$ cat config.mk
export PLATFORM = sky130hd
export DESIGN_NAME = mjr_scrub_ctrl
export DESIGN_NICKNAME = d
export VERILOG_FILES = /design/src/rtl/mjr_scrub_pkg.sv /design/src/rtl/mjr_tmr_bank.sv /design/src/rtl/mjr_scrub_ctrl.sv
export SDC_FILE = /design/constraint.sdc
export NUM_CORES = 1
export LEC_CHECK = 0
export CORE_MARGIN = 2
export CORE_UTILIZATION = 54
export DETAILED_ROUTE_END_ITERATION = 7
export GPL_ROUTABILITY_DRIVEN = 1
export HOLD_SLACK_MARGIN = 0.15
export PLACE_DENSITY = 0.73
export RECOVER_POWER = 25
export SYNTH_ARGS = -nofsm -noshare
export SYNTH_HDL_FRONTEND = slang
export SYNTH_HIERARCHICAL = 1
export SYNTH_SLANG_ARGS = --single-unit
$ cat constraint.sdc
create_clock -name clk -period 3.5 [get_ports clk]
set_input_delay 0.35 -clock clk [delete_from_list [all_inputs] [get_ports clk]]
set_output_delay 0.35 -clock clk [all_outputs]
set_load 0.02 [all_outputs]
$ cat src/rtl/mjr_scrub_pkg.sv
// Shared types for the TMR scrub controller and its storage bank.
package mjr_scrub_pkg;

  localparam int unsigned NUM_COPIES = 3;
  localparam int unsigned DEF_ADDR_W = 3;
  localparam int unsigned DEF_DEPTH  = 1 << DEF_ADDR_W;

  typedef enum logic {
    ST_IDLE  = 1'b0,
    ST_SCRUB = 1'b1
  } state_e;

  typedef logic [1:0] copy_sel_t;

  // Winner of the single bank access slot in a cycle.
  typedef enum logic [2:0] {
    SRC_INJ   = 3'd0,
    SRC_WR    = 3'd1,
    SRC_RD    = 3'd2,
    SRC_SCRUB = 3'd3,
    SRC_NONE  = 3'd4
  } src_e;

  // One-hot copy write enable; select value 3 maps to no copy.
  function automatic logic [NUM_COPIES-1:0] copy_onehot(copy_sel_t sel);
    logic [NUM_COPIES-1:0] oh;
    oh = '0;
    case (sel)
      2'd0:    oh = 3'b001;
      2'd1:    oh = 3'b010;
      2'd2:    oh = 3'b100;
      default: oh = 3'b000;
    endcase
    return oh;
  endfunction

endpackage

$ cat src/rtl/mjr_tmr_bank.sv
// Triplicated word storage: three copy arrays, one write port with per-copy
// enables and one shared majority-vote read port.

// Bitwise 2-of-3 voter; err flags any bit where the copies disagree.
module mjr_tmr_voter #(
  parameter int unsigned DW = 8
) (
  input  logic [DW-1:0] a_i,
  input  logic [DW-1:0] b_i,
  input  logic [DW-1:0] c_i,
  output logic [DW-1:0] vote_o,
  output logic          err_o
);
  assign vote_o = (a_i & b_i) | (a_i & c_i) | (b_i & c_i);
  assign err_o  = |((a_i ^ b_i) | (a_i ^ c_i));
endmodule

module mjr_tmr_bank
  import mjr_scrub_pkg::*;
#(
  parameter int unsigned DW = 8,
  parameter int unsigned AW = 3
) (
  input  logic                  clk,
  input  logic                  rstN,
  input  logic [NUM_COPIES-1:0] we_i,
  input  logic [AW-1:0]         waddr_i,
  input  logic [DW-1:0]         wdata_i,
  input  logic [AW-1:0]         vaddr_i,
  output logic [DW-1:0]         vote_o,
  output logic                  verr_o
);
  localparam int unsigned DEPTH = 1 << AW;

  logic [NUM_COPIES-1:0][DW-1:0] rd_w;

  for (genvar gc = 0; gc < NUM_COPIES; gc++) begin : g_copy
    logic [DEPTH-1:0][DW-1:0] mem_q;

    // Copy storage, cleared to zero on reset.
    always_ff @(posedge clk or negedge rstN) begin
      if (!rstN)          mem_q <= '0;
      else if (we_i[gc])  mem_q[waddr_i] <= wdata_i;
    end

    assign rd_w[gc] = mem_q[vaddr_i];
  end

  mjr_tmr_voter #(.DW(DW)) u_voter (
    .a_i    (rd_w[0]),
    .b_i    (rd_w[1]),
    .c_i    (rd_w[2]),
    .vote_o (vote_o),
    .err_o  (verr_o)
  );

endmodule

$ cat src/rtl/mjr_scrub_ctrl.sv
// SEU maintenance engine: arbitrates host write/read, fault injection and a
// periodic scrubber onto one TMR bank access per cycle.
module mjr_scrub_ctrl
  import mjr_scrub_pkg::*;
#(
  parameter int unsigned p_dataSize    = 8,
  parameter int unsigned p_addrSize    = 3,
  parameter int unsigned p_scrubPeriod = 256,
  parameter int unsigned p_errCntSize  = 16
) (
  input  logic                    clk,
  input  logic                    rstN,
  input  logic                    wrReq,
  input  logic [p_addrSize-1:0]   wrAddr,
  input  logic [p_dataSize-1:0]   wrData,
  output logic                    wrGnt,
  input  logic                    rdReq,
  input  logic [p_addrSize-1:0]   rdAddr,
  output logic                    rdGnt,
  output logic                    rdValid,
  output logic [p_dataSize-1:0]   rdData,
  output logic                    rdErr,
  input  logic                    injEn,
  input  logic [1:0]              injCopy,
  input  logic [p_addrSize-1:0]   injAddr,
  input  logic [p_dataSize-1:0]   injData,
  input  logic                    scrubEn,
  output logic                    scrubBusy,
  output logic                    scrubDone,
  input  logic                    errCountClr,
  output logic [p_errCntSize-1:0] errCount
);
  localparam int unsigned TW = (p_scrubPeriod > 2) ? $clog2(p_scrubPeriod) : 1;
  localparam logic [TW-1:0] LAST_T = TW'(p_scrubPeriod - 1);

  state_e                  state_q, state_d;
  logic [TW-1:0]           timer_q, timer_d;
  logic [p_addrSize-1:0]   scrubAddr_q, scrubAddr_d;
  logic [p_errCntSize-1:0] errCount_q, errCount_d;
  logic                    rdValid_q, rdErr_q, scrubDone_q;
  logic [p_dataSize-1:0]   rdData_q;

  src_e                    src;
  logic                    scrubStep;
  logic                    sweepLast;
  logic [NUM_COPIES-1:0]   bankWe;
  logic [p_addrSize-1:0]   bankWaddr, bankVaddr;
  logic [p_dataSize-1:0]   bankWdata, vote;
  logic                    voteErr;

  // Fixed-priority arbiter: injection > write > read > scrub step.
  always_comb begin
    src = SRC_NONE;
    if (injEn)                                src = SRC_INJ;
    else if (wrReq)                           src = SRC_WR;
    else if (rdReq)                           src = SRC_RD;
    else if (state_q == ST_SCRUB && scrubEn)  src = SRC_SCRUB;
  end

  assign wrGnt     = (src == SRC_WR);
  assign rdGnt     = (src == SRC_RD);
  assign scrubStep = (src == SRC_SCRUB);
  assign sweepLast = scrubStep && (scrubAddr_q == '1);

  // Bank port steering; a scrub step rewrites all copies only on disagreement.
  always_comb begin
    bankWe    = '0;
    bankWaddr = wrAddr;
    bankWdata = wrData;
    bankVaddr = (src == SRC_RD) ? rdAddr : scrubAddr_q;
    case (src)
      SRC_INJ: begin
        bankWe    = copy_onehot(injCopy);
        bankWaddr = injAddr;
        bankWdata = injData;
      end
      SRC_WR:  bankWe = '1;
      SRC_SCRUB: begin
        bankWe    = {NUM_COPIES{voteErr}};
        bankWaddr = scrubAddr_q;
        bankWdata = vote;
      end
      default: ;
    endcase
  end

  mjr_tmr_bank #(.DW(p_dataSize), .AW(p_addrSize)) u_bank (
    .clk     (clk),
    .rstN    (rstN),
    .we_i    (bankWe),
    .waddr_i (bankWaddr),
    .wdata_i (bankWdata),
    .vaddr_i (bankVaddr),
    .vote_o  (vote),
    .verr_o  (voteErr)
  );

  // FSM state register.
  always_ff @(posedge clk or negedge rstN) begin
    if (!rstN) state_q <= ST_IDLE;
    else       state_q <= state_d;
  end

  // FSM next state: timer expiry starts a sweep; last step or disable ends it.
  always_comb begin
    state_d = state_q;
    case (state_q)
      ST_IDLE:  if (scrubEn && timer_q == LAST_T) state_d = ST_SCRUB;
      ST_SCRUB: if (!scrubEn || sweepLast)        state_d = ST_IDLE;
      default:  state_d = ST_IDLE;
    endcase
  end

  // FSM outputs.
  always_comb begin
    scrubBusy = (state_q == ST_SCRUB);
  end

  // Period timer, sweep address and saturating correction counter.
  always_comb begin
    timer_d     = timer_q;
    scrubAddr_d = scrubAddr_q;
    errCount_d  = errCount_q;
    if (state_q == ST_IDLE) begin
      if (!scrubEn) begin
        timer_d = '0;
      end else if (timer_q == LAST_T) begin
        timer_d     = '0;
        scrubAddr_d = '0;
      end else begin
        timer_d = timer_q + 1'b1;
      end
    end else begin
      timer_d = '0;
      if (scrubStep) scrubAddr_d = scrubAddr_q + 1'b1;
    end
    if (errCountClr)                                       errCount_d = '0;
    else if (scrubStep && voteErr && errCount_q != '1)     errCount_d = errCount_q + 1'b1;
  end

  // Datapath registers: read result, done pulse, counters.
  always_ff @(posedge clk or negedge rstN) begin
    if (!rstN) begin
      timer_q     <= '0;
      scrubAddr_q <= '0;
      errCount_q  <= '0;
      rdValid_q   <= 1'b0;
      rdData_q    <= '0;
      rdErr_q     <= 1'b0;
      scrubDone_q <= 1'b0;
    end else begin
      timer_q     <= timer_d;
      scrubAddr_q <= scrubAddr_d;
      errCount_q  <= errCount_d;
      rdValid_q   <= rdGnt;
      scrubDone_q <= sweepLast;
      if (rdGnt) begin
        rdData_q <= vote;
        rdErr_q  <= voteErr;
      end
    end
  end

  assign rdValid   = rdValid_q;
  assign rdData    = rdData_q;
  assign rdErr     = rdErr_q;
  assign scrubDone = scrubDone_q;
  assign errCount  = errCount_q;

endmodule

# After elaboration in Yosys (flattened, before gate mapping)
# Index checks and enable logic that the tools add are counted.
[op_classes] addsub=3 magnitude_cmp=3 eq_ne=9 muxes=32 bitwise=9 reduce_logical=15
[ops] cell="bitwise mux 64 bit" n=3
[ops] cell="binary-select mux 8 bit (select 3 bit)" n=3
[ops] cell="2-to-1 mux 8 bit" n=7
[ops] cell="2-to-1 mux 16 bit" n=2
[ops] cell="2-to-1 mux 3 bit" n=9
[ops] cell="bitwise AND 8 bit" n=3
[ops] cell="demux 8 bit (select 3 bit)" n=1
[ops] cell="bitwise OR 8 bit" n=3
[ops] cell="one-hot mux 3 bit (3 select lines)" n=2
[ops] cell="adder 16 x 1 -> 16 bit, second input constant" n=1
[ops] cell="inequality test 16 bit, second input constant" n=1
[ops] cell="one-hot mux 8 bit (2 select lines)" n=1
[ops] cell="XOR 8 bit" n=2
[ops] cell="adder 8 x 1 -> 8 bit, second input constant" n=1
[ops] cell="== test 8 bit, second input constant" n=1
[ops] cell="< comparator 3 x 4 -> 1 bit, second input constant" n=2
[ops] cell="OR reduction 8 bit" n=1
[ops] cell="== test 3 x 2 -> 1 bit, second input constant" n=2
[ops] cell="logical AND 1 bit" n=6
[ops] cell="one-hot mux 3 bit (2 select lines)" n=1
[ops] cell="nonzero test 2 bit" n=3
[ops] cell="adder 3 x 1 -> 3 bit, second input constant" n=1
[ops] cell="== test 3 x 1 -> 1 bit, second input constant" n=1
[ops] cell="== test 3 bit, second input constant" n=1
[ops] cell="other kinds (12)" n=13
[word_totals] ff_bits=231 inputBits=34 out_inout_bits=30 word_cells=103

# Logic depth before layout (Yosys ltp)
# Gate-level depths: netlist of the first run.
[logic_depth] ltp_word=16 depth_mapped=19 depth_no_buf=13

# By module
# The synthesis of the first run kept the hierarchy.
[modules_own_cells] module="mjr_tmr_bank" n_inst=1 cells_per_inst=527 area_per_inst_um2=8919.8 seq_area_each_um2=4804.6
[modules_own_cells] module="mjr_scrub_ctrl" n_inst=1 cells_per_inst=215 area_per_inst_um2=2214.6 seq_area_each_um2=975.9
[modules_own_cells] module="mjr_tmr_voter" n_inst=1 cells_per_inst=29 area_per_inst_um2=301.5 seq_area_each_um2=0.0

# Least setup slack after synthesis of the first run
# OpenSTA, ideal clock, no wires.
[synth_timing] kind="input-to-reg" startpoint="in wrReq" endpoint="reg u_bank/g_copy[0].mem_q[16] (netlist bit)" setup_ns=0.125 arrival_ns=4.405 t_required_ns=3.375 path_slack_ns=-1.030 cell_stages=19 path_buffers=6 path_cell_list="nor2_4 and2_0 clkbuf_1 buf_2 mux2_2 buf_6 buf_6 mux4_2 mux2_2 ha_1 nor4_1 nand4_1 and4b_4 a21oi_1 o21ai_0 buf_2 and4bb_2 buf_2 mux2_2"
[synth_rtl] item="start: declaration" line="mjr_scrub_ctrl.sv:13" source="input logic wrReq,"
[synth_rtl] item="end signal: indexed assignment" line="mjr_tmr_bank.sv:43" source="else if (we_i[gc]) mem_q[waddr_i] <= wdata_i;"
[synth_rtl] item="end: declaration" line="mjr_tmr_bank.sv:38" source="logic [DEPTH-1:0][DW-1:0] mem_q;"

==> results by group, run 1 <==
Pwr
  • Net Sw Power: 2.57 mW
  • Power share of the combinational group: 29.6%
  • VDD IR max: 0.000535 V
  • Flop pwr share: 42.2%
  • Switching share of total power: 27.6%
  • Clock share of power: 28.2%
  • Design Power: ~9.3 mW
  • Internal power: 6.74 mW
  • Pleak: 6.48 nW
  • PD cells: 640 nW/um^2

Drt
  • Routed vias: 7210
  • Detailed Route WL: 28800 um
  • Routed len/inst: between 20 and 25 um
  • Residual DRC: 0
  • ANT nets after route: 0
  • Detailed Route Iter0 Violations: between 300 and 400
  • DRT Pass-1 Iters: 4
  • DR vias/cell: 6.23

Layout
  • Antenna cells: 0
  • P&R area growth vs syn: 27.1%
  • Nets: roughly 920
  • Ratio of cells with drive above 1 in the final layout: 50.3%
  • Non-Filler Instances: 1158
  • Filler cell count: 1313

Critical path
  • Crit path capture: u_bank/g_copy[0].mem_q[29]
  • R2r startpoint: scrubAddr_q[0]
  • Req. time, crit path: 3.89 ns
  • R2R Path End: u_bank/g_copy[0].mem_q[29]
  • Setup crit start kind: flop
  • Setup CP Type: flop to flop
  • Maximum fanout along the worst path: 12
  • Critical Path AT: about 4.4 ns
  • CP endpoint kind: flop
  • Register-to-Register Path Depth: 13
  • R2R setup slack: -0.46 ns
  • Worst Setup SP: scrubAddr_q[0]

Synthesis
  • Compound-gate portion of the synthesized area: 3.52%
  • Post-synthesis mux area share: 32.7%
  • Top FF cell, synth: dfrtp_1
  • Syn Area/Cell: 14.8 um^2
  • Largest family of logic cells by synthesized area: multiplexers
  • Cells after Synth: 771
  • Seq/Total Area, Yosys: about half
  • Yosys cell types: 46
  • Ys Warns: 6
  • Synthesized area: 11400 um^2
  • Ys async rst share: 100%
  • Register bit total from synthesis: 231
  • Post-Synth Simple-Gate Area: under 10%
  • Number of synthesized flops with an enable pin: 0
  • Post-Synth Adder-Cell Area: 2.19%
  • Xor and xnor fraction of the mapped netlist area: 0.383%
  • Syn nets: 825

Floorplanning
  • CORE AREA: ~21000 um^2
  • Rows: 53
  • Num ports: 64
  • Initial cell density of the core: 54.7%
  • Vert. Die Dim: 150 um
  • Die X: about 150 um
  • Full die area: 22400 um^2

Clocking
  • Clk sinks: 231
  • Maximum buffer depth of the clock tree: 3
  • Clock root cell: clkbuf_16
  • Htree depth: 1
  • CTS tree: built
  • Clk_lat worst skew: 0.52 ns
  • Num CTS Buffers: 25
  • Reg clk slew, reported paths: 0.06 ns

Timing
  • Final Hold Fails: 0
  • Post-route minimum period: 3.96 ns
  • Setup Skew: 0.0206 ns
  • Setup ws final: -0.456 ns
  • RSZ-0062 raised after global routing: true
  • Hold Slack: about 0.48 ns
  • Setup tns final: -75.52 ns
  • # setup viols final: 202
  • Final period util: 113%
  • Slew Limit Fails: 0
  • Max frequency: ~0.25 GHz
  • Worst Tran Pin Value: 0.923 ns
  • Max_slew headroom: between 30% and 40%

GRT
  • First-pass GRT wire length: 44900 um
  • GR Util All Layers: 26.2%
  • Number of global-route vias before repair: about 7700
  • Initial antenna violation count: 0
  • Pin count of the biggest net entering global routing: ~120
  • Total grt overflow: 0

Place
  • Final HPWL from detailed placement: 18500 um
  • Place WS: -1.44 ns
  • RePlAce Congestion: 0.830
  • Port bufs: 63
  • Placed Cells: 1108

Min path
  • Worst hold path type: input pin to flop

Outcome
  • Status: finished, violations left
  • Failing checks: setup timing

Job
  • Max cap viols: 0
registers in the layout, indices dropped and copies added (netlist names):
signal and flops:
errCount 16, rdData 8, rdErr 1, rdValid 1, scrubAddr_q 3, scrubBusy 1, scrubDone 1, timer_q 8
u_bank/g_copy.mem_q 192
cell families after synthesis:
group	Yosys count
muxes	284
and+or+nand+nor	114
xor gates and xnor gates	5
adders and majority gates	20
AOI/OAI and AO/OA	56
DFF	231
buffers and inverters	61
metrics by stage:
step | utilization (%) | cell area, um^2
2_1_floorplan | - | 11900
6_report | 69.6 | 14500
5_1_grt | 69.6 | 14500
3_5_place_dp | 63.1 | 13200
4_1_cts | 68.7 | 14400
3_3_place_gp | 63.1 | 13200
area by class of cell:
type	count	area, um^2	share of cell area (%)
Clock inverter	5	100	0.689
Timing Repair Buffer	130	1450	9.96
Clock buffer	36	707	4.86
Sequential cell	231	5780	39.8
Tap cell	275	344	2.37
Multi-Input combinational cell	479	6140	42.3
Inverter	2	7.51	0.0517
critical path: stages, from the launching register on:
cell and delay (ns):
dfrtp_1 0.40, mux2_4 0.38, buf_12 0.19, mux4_2 0.45
mux2_4 0.32, ha_4 0.25, nor4_2 0.30, nand4_1 0.16
and4b_4 0.26, a21oi_4 0.24, o21ai_4 0.15, buf_6 0.17
nand4b_4 0.17, mux2_2 0.36
layer usage:
metal / track usage [%] / up-vias / share of wire (%)
met1: 37.5 / 3822 / 44
met3: 4.33 / 43 / 6.8
met2: 42.4 / 233 / 48
li1: - / 3112 / -
met4: 6.43 / 0 / 2.1
met5: 0 / - / 0
power by group through the flow:
stage               Clock, mW  Combinational [mW]  Sequential, mW
floorplan                   0                1.66            3.81
global placement            0                2.29            3.87
detailed placement          0                2.37            3.93
CTS                      2.68                2.60            3.90
global route             2.78                2.90            4.01
finish                   2.63                2.75            3.93
repair_timing:
action | CTS | global route
endpoints found under the setup margin | 208 | 208
gates resized for setup | 60 | 36
setup buffers | 3 | 6
cloned | 1 | 0
endpoints found under the hold margin | 118 | 0
hold buffers | 1 | 0
pin swaps | 7 | 5
synthesized netlist by cell type (5+ instances only):
| cell | number | area [um^2] |
|---|---|---|
| nor2_1 | 16 | 60.1 |
| ha_1 | 20 | 250 |
| nand4b_2 | 9 | 135 |
| nor2b_1 | 8 | 50.1 |
| a211o_1 | 8 | 70.1 |
| mux2_2 | 236 | 2660 |
| o31ai_1 | 7 | 52.6 |
| nor4bb_1 | 6 | 60.1 |
| o21ai_0 | 5 | 25.0 |
| buf_6 | 10 | 113 |
| dfrtp_1 | 231 | 5780 |
| clkbuf_1 | 27 | 101 |
| buf_2 | 19 | 95.1 |
| nor4_1 | 9 | 56.3 |
| or4_1 | 7 | 52.6 |
| nand2_1 | 9 | 33.8 |
| a21oi_1 | 12 | 60.1 |
| mux4_2 | 48 | 1080 |
| a22o_1 | 12 | 105 |
| a21o_1 | 12 | 90.1 |
| nand3_1 | 9 | 45.0 |
worst min path at each step:
| stage | start | endpoint | slack, ns | depth (start not counted) |
|---|---|---|---|---|
| after global placement | timer_q[0] | timer_q[0] | 0.47 | 1 |
| after detailed placement | timer_q[0] | timer_q[0] | 0.48 | 1 |
| after CTS | rdReq | rdValid | 0.46 | 3 |
| after global routing | rdReq | rdValid | 0.50 | 3 |
| final | rdReq | rdValid | 0.48 | 3 |
| after floorplan | rstN | errCount[0] | 0.05 | 0 |
cells in the final DEF (no fill, tap or decap), types with 3 or more instances in the layout:
cell	Yosys	layout
dfrtp_1	231	231
mux2_2	236	135
mux2_4	0	101
clkdlybuf4s50_1	0	59
mux4_2	48	48
buf_4	1	37
clkbuf_16	0	25
buf_12	0	21
nor2_1	16	16
a22o_1	12	12
a21o_1	12	12
ha_4	0	12
a21oi_1	12	11
nand3_1	9	9
nor2b_1	8	8
nand2_1	9	8
ha_1	20	8
nand4b_4	0	8
a211o_1	8	8
o31ai_1	7	7
or4_1	7	7
clkbuf_1	27	7
buf_6	10	7
nor4_2	0	6
nor4bb_2	0	6
and3_1	4	4
clkbuf_8	0	4
nand2b_1	3	3
xnor2_1	3	3
and2_1	3	3
and4_4	3	3
nand4_1	3	3
bufinv_16	0	3
nor4b_4	3	3
and4bb_4	0	3
nand4_4	0	3
nor4_4	0	3
No activity file was read; power rests on OpenSTA's default activity.
==> inputs of run 2 (changes only) <==
Settings changed: CORE_MARGIN 2 to unset.
==> run 2 against run 1 <==
  * Sequential cell count unchanged
  * Design area up 2.2%
  * Register-to-register slack got worse by 0.05 ns
  * Clock power is 21% higher
  * Routed wire length decreased by 0.78%
  * Via count up 0.43%
  * Die area down 2.7%
  * Highest routed layer unchanged
  * The flow still finishes with violations (setup timing)
  * Core utilization grew 2.9 points
  * Worst setup slack got worse by 0.047 ns
  * Critical endpoint is now u_bank/g_copy[0].mem_q[11]
  * Global-route usage grew 1.2 points
==> results by group, run 2 (synthesis gave the netlist of run 1 again) <==
Outcome
  • Status: finished, violations left
  • Failing checks: setup timing

Clocking
  • Clock root cell: clkbuf_16
  • Maximum buffer depth of the clock tree: 3 (unchanged)
  • Reg clk slew, reported paths: 0.06 ns (about the same)
  • Num CTS Buffers: 25 (unchanged)
  • Clk_lat worst skew: 0.53 ns (about the same)
  • CTS tree: built
  • Clk sinks: 231 (unchanged)
  • Htree depth: 1 (unchanged)

Drt
  • DRT Pass-1 Iters: 4 (unchanged)
  • Routed vias: 7241 (+0.43%)
  • Residual DRC: 0 (unchanged)
  • ANT nets after route: 0 (unchanged)
  • DR vias/cell: 6.26 (+0.60%)
  • Detailed Route WL: 28500 um (-0.78%)
  • Routed len/inst: 24.7 um (-0.61%)
  • Detailed Route Iter0 Violations: 386 (-3.3%)

Timing
  • Final Hold Fails: 0 (unchanged)
  • Worst Tran Pin Value: 0.802 ns (-0.121 ns)
  • Final period util: 114% (+1.4 points)
  • Slew Limit Fails: 0 (unchanged)
  • RSZ-0062 raised after global routing: true
  • Hold Slack: 0.398 ns (-0.0831 ns)
  • Setup ws final: -0.503 ns (-0.0473 ns)
  • Max_slew headroom: 46.3% (+7.9 points)
  • Post-route minimum period: 4.00 ns (+0.0473 ns)
  • # setup viols final: 206 (+2.0%)
  • Setup tns final: -84.23 ns (-8.71 ns)
  • Max frequency: 0.250 GHz (-1.2%)
  • Setup Skew: 0.0191 ns (-0.00157 ns)

Critical path
  • R2R setup slack: -0.50 ns (-0.05 ns)
  • Req. time, crit path: 3.89 ns (about the same)
  • CP endpoint kind: flop
  • Setup CP Type: input pin to flop
  • Maximum fanout along the worst path: 8 (-4)
  • Critical Path AT: 4.40 ns (+0.05 ns)
  • Setup crit start kind: input pin

Pwr
  • Design Power: 9.90 mW (+6.4%)
  • Pleak: 6.68 nW (+3.0%)
  • VDD IR max: 0.000445 V (-17%)
  • PD cells: 667 nW/um^2 (+4.1%)

GRT
  • GR Util All Layers: 27.4% (+1.2 points)
  • Total grt overflow: 0 (unchanged)
  • Number of global-route vias before repair: 7798 (+0.81%)
  • Initial antenna violation count: 0 (unchanged)
  • Pin count of the biggest net entering global routing: 86 (-30%)
  • First-pass GRT wire length: 45700 um (+1.8%)

Layout
  • Most frequent cells in the layout: dfrtp_1, mux2_2, mux2_4
  • Most common cell after layout, fill and taps aside: dfrtp_1
  • Biggest register: u_bank/g_copy.mem_q
  • Ratio of cells with drive above 1 in the final layout: 51.2% (+0.96 points)
  • Antenna cells: 0 (unchanged)
  • Post-route cell area: 14800 um^2 (+2.2%)
  • P&R area growth vs syn: 29.8%
  • Nets: 922 (-0.11%)
  • Number of flip-flops in the largest register: 192 (unchanged)

Floorplanning
  • Num ports: 64 (unchanged)
  • Full die area: 21800 um^2 (-2.7%)
  • CORE AREA: 20500 um^2 (-1.9%)
  • Initial cell density of the core: 55.8% (+1.1 points)
  • Vert. Die Dim: 148 um (-1.3%)
  • Die X: 148 um (-1.3%)
  • Rows: 52 (-1.9%)

Place
  • Final HPWL from detailed placement: 18100 um (-2.6%)
  • Area after DPL: 13100 um^2 (-0.33%)
  • RePlAce Congestion: 0.908 (+9.4%)
  • Port bufs: 63 (unchanged)
  • Place WS: -1.50 ns (-0.0647 ns)

Min path
  • Worst hold path type: input pin to async pin

Job
  • Max cap viols: 0 (unchanged)
run 2: per-stage QoR:
stage          utilization (%)  cells
6_report                  72.5   1156
5_1_grt                   72.5   1156
4_1_cts                   71.9   1155
3_5_place_dp              64.1   1098
3_3_place_gp              64.1   1098
2_1_floorplan                -    771
run 2: what timing repair did:
| item | 4_1_cts | 5_1_grt |
|---|---|---|
| buffers inserted | 7 | 2 |
| hold buffers | 1 | 0 |
| endpoints found under the setup margin | 208 | 208 |
| endpoints found under the hold margin | 72 | 0 |
| pin swaps | 8 | 2 |
| resized for setup | 83 | 33 |
| cloned | 4 | 0 |
run 2: area by class of cell:
type	count	area (um^2)
multi-input combinational	479	6200
sequential	231	5780
fill	1226	5650
timing repair buffer	129	1500
clock buffer	32	722
tap	270	338
clock inverter	13	300
inverter	2	7.51
run 2: path summary, 6_finish.rpt:
| check | from | to | cells past startpoint |
|---|---|---|---|
| min in group clk | timer_q[0] | timer_q[0] | 1 |
| hold reg to reg | timer_q[0] | timer_q[0] | 1 |
| setup / recovery | injEn | u_bank/g_copy[0].mem_q[11] | 18 |
| hold / removal | rstN | u_bank/g_copy[1].mem_q[24] | 2 |
| max in group asynchronous | rstN | timer_q[1] | 3 |
| setup reg to reg | scrubAddr_q[0] | u_bank/g_copy[0].mem_q[11] | 15 |
run 2: worst max-delay path, stage by stage:
cell and delay, ns:
clkdlybuf4s15_1 0.24, nor2_4 0.12, and2_4 0.16, mux2_4 0.39, buf_6 0.17, buf_16 0.14
mux4_2 0.42, mux2_4 0.33, ha_4 0.24, nor4_4 0.28, nand4_1 0.20, and4b_4 0.25
a21oi_4 0.23, o21ai_4 0.11, buf_8 0.16, nor4bb_1 0.12, buf_4 0.19, mux2_2 0.28
run 2: layer usage:
metal | GRT usage, % | wire length (um)
met1 | 38.5 | 12700
met2 | 44.8 | 13900
met3 | 4.69 | 1510
met4 | 6.29 | 486
met5 | 0 | 0
run 2: power breakdown:
part           internal [mW]  total, mW  switching (mW)
Combinational           1.71       2.81            1.09
Clock                   2.12       3.18            1.07
Sequential              3.46       3.91           0.445
==> inputs of run 3 (changes only) <==
Settings changed: CORE_UTILIZATION 54 to 30, PLACE_DENSITY 0.73 to 0.44.
==> run 3 against run 2 <==
  * The run ends with capacitance limit, slew limit, setup timing left
  * Clock-buffer cell count up 9
  * Non-clock buffer count up 12
  * Via count down 0.66%
  * Clock skew down 0.0049 ns
  * Critical path type unchanged
==> results by group, run 3 (synthesis gave the netlist of run 1 again) <==
Outcome
  • Status: finished, violations left
  • Failing checks: capacitance limit, slew limit, setup timing

Layout
  • Non-Filler Instances: 1412 (+22%)
  • Most frequent cells in the layout: dfrtp_1, mux2_4, mux2_2
  • Antenna cells: 0 (unchanged)
  • Most common cell after layout, fill and taps aside: dfrtp_1
  • Nets: 937 (+1.6%)
  • P&R area growth vs syn: 34.2%
  • Ratio of cells with drive above 1 in the final layout: 52.5% (+1.3 points)
  • Core Util, Final: 40.8% (-32 points)
  • Biggest register: u_bank/g_copy.mem_q
  • Multi-input logic area: 6320 um^2 (+1.9%)
  • Filler cell count: 3442 (+180%)
  • Number of flip-flops in the largest register: 192 (unchanged)
  • Register area: 5780 um^2 (unchanged)

Clocking
  • Clk_lat worst skew: 0.54 ns (about the same)
  • Reg clk slew, reported paths: 0.05 ns (about the same)
  • Clk sinks: 231 (unchanged)
  • Clock root cell: clkbuf_16
  • CTS tree: built
  • Maximum buffer depth of the clock tree: 3 (unchanged)
  • Num CTS Buffers: 28 (+12%)
  • Htree depth: 1 (unchanged)

GRT
  • Total grt overflow: 0 (unchanged)
  • Pin count of the biggest net entering global routing: 104 (+21%)
  • GR Util All Layers: 16.8% (-11 points)
  • First-pass GRT wire length: 49700 um (+8.8%)
  • Number of global-route vias before repair: 7800 (+0.026%)
  • Initial antenna violation count: 0 (unchanged)

Min path
  • Hold Path Origin: timer_q[0]
  • Worst hold path type: flop to flop
  • Hold Path Sink: timer_q[0]
  • Hold path cells: 1

Critical path
  • Setup crit start kind: input pin
  • R2R setup slack: -0.52 ns (-0.02 ns)
  • Req. time, crit path: 3.91 ns (+0.02 ns)
  • R2R Path End: u_bank/g_copy[1].mem_q[0]
  • Setup CP Type: input pin to flop
  • Register-to-Register Path Depth: 15 (unchanged)
  • R2r startpoint: scrubAddr_q[0]
  • Critical Path AT: 4.44 ns (+0.04 ns)
  • CP endpoint kind: flop
  • Maximum fanout along the worst path: 8 (unchanged)

Timing
  • Final Hold Fails: 0 (unchanged)
  • Worst Tran Pin Value: 2.84 ns (+2.04 ns)
  • Max_slew headroom: -89.5% (-140 points)
  • Post-route minimum period: 4.03 ns (+0.0228 ns)
  • Slew Limit Fails: 103 (+103)
  • Max frequency: 0.248 GHz (-0.57%)
  • Final period util: 115% (+0.65 points)
  • RSZ-0062 raised after global routing: true
  • Setup ws final: -0.526 ns (-0.0228 ns)
  • Setup Skew: 0.0142 ns (-0.00489 ns)
  • # setup viols final: 208 (+0.97%)
  • Setup tns final: -90.07 ns (-5.84 ns)

Floorplanning
  • Die X: 197 um (+34%)
  • CORE AREA: 37600 um^2 (+83%)
  • Initial cell density of the core: 30.4% (-25 points)
  • Rows: 71 (+37%)
  • Num ports: 64 (unchanged)
  • Full die area: 38900 um^2 (+79%)
  • Vert. Die Dim: 197 um (+34%)

Pwr
  • PD cells: 628 nW/um^2 (-5.8%)
  • Pleak: 6.78 nW (+1.6%)
  • Design Power: 9.64 mW (-2.6%)
  • VDD IR max: 0.000341 V (-23%)

Drt
  • Routed vias: 7193 (-0.66%)
  • Routed len/inst: 22.7 um (-8.2%)
  • DRT Pass-1 Iters: 4 (unchanged)
  • Detailed Route Iter0 Violations: 334 (-13%)
  • Residual DRC: 0 (unchanged)
  • DR vias/cell: 5.09 (-19%)
  • Detailed Route WL: 32000 um (+12%)
  • ANT nets after route: 0 (unchanged)

Place
  • Placed Cells: 1347 (+23%)
  • Place WS: -1.63 ns (-0.129 ns)
  • RePlAce Congestion: 0.771 (-15%)
  • Port bufs: 63 (unchanged)
  • Final HPWL from detailed placement: 20700 um (+15%)

Job
  • Max cap viols: 1 (+1)
run 3: changes by cell type in the layout (fill, tap and decap cells not counted), moves of 3 or more:
cell | previous run | this run
bufinv_16 | 9 | 1
mux2_2 | 119 | 112
mux2_4 | 117 | 124
buf_12 | 21 | 27
buf_6 | 5 | 10
clkbuf_16 | 25 | 30
clkbuf_1 | 0 | 4
clkinv_2 | 1 | 5
a21oi_1 | 11 | 8
a21oi_2 | 0 | 3
nor4bb_4 | 0 | 3
run 3: worst max-delay path, stage by stage:
cell and delay (ns):
dlygate4sd2_1 0.27, nor2_4 0.13, and2_4 0.16, mux2_4 0.38, buf_12 0.16, buf_16 0.14
mux4_2 0.47, mux2_4 0.33, ha_4 0.22, nor4_2 0.26, nand4_1 0.19, and4b_4 0.24
a21oi_4 0.24, nand2_4 0.14, buf_6 0.15, nor4b_4 0.13, buf_12 0.16, mux2_4 0.30
run 3: metal layers:
metal / global-route usage [%] / wire length (um)
met1: 23.5 / 15300
met2: 27.5 / 14900
met3: 3.12 / 1390
met4: 2.87 / 408
met5: 0 / 0
run 3: worst max path at each step:
| stage | startpoint | to | slack, ns | cells past startpoint |
|---|---|---|---|---|
| final | injEn | u_bank/g_copy[1].mem_q[0] | -0.53 | 18 |
| after global routing | scrubAddr_q[0] | u_bank/g_copy[2].mem_q[2] | -0.60 | 15 |
| after CTS | scrubAddr_q[0] | u_bank/g_copy[2].mem_q[50] | -0.53 | 14 |
| after detailed placement | injEn | u_bank/g_copy[1].mem_q[38] | -1.63 | 16 |
| after global placement | injEn | u_bank/g_copy[2].mem_q[36] | -1.59 | 16 |
| after floorplan | injEn | u_bank/g_copy[0].mem_q[16] | -0.68 | 19 |
run 3: what timing repair did:
item                                   CTS  global route
buffers inserted                        10             3
resized for setup                       84            56
cloned                                   5             1
pin swaps                               12             8
endpoints found under the hold margin  100             0
setup endpoints to repair              208           208
hold buffers                             1             0
run 3: final cells by class:
type,count,area share (%)
Multi-Input combinational cell,479,41.2
Sequential cell,231,37.7
Timing Repair Buffer,141,11.0
Clock buffer,41,5.54
Tap cell,511,4.17
Clock inverter,7,0.408
Inverter,2,0.0489
run 3: power by group:
part           internal (mW)  leakage (nW)  switching (mW)
Sequential              3.46          2.90           0.436
Clock                   1.74         0.453            1.12
Combinational           1.77          3.43            1.12
run 3: metrics by stage:
step	area [um^2]	hold WS [ns]
2_1_floorplan	11900	0.0544
3_3_place_gp	13500	0.468
3_5_place_dp	13500	0.481
4_1_cts	15100	0.489
5_1_grt	15300	0.519
6_report	15300	0.492
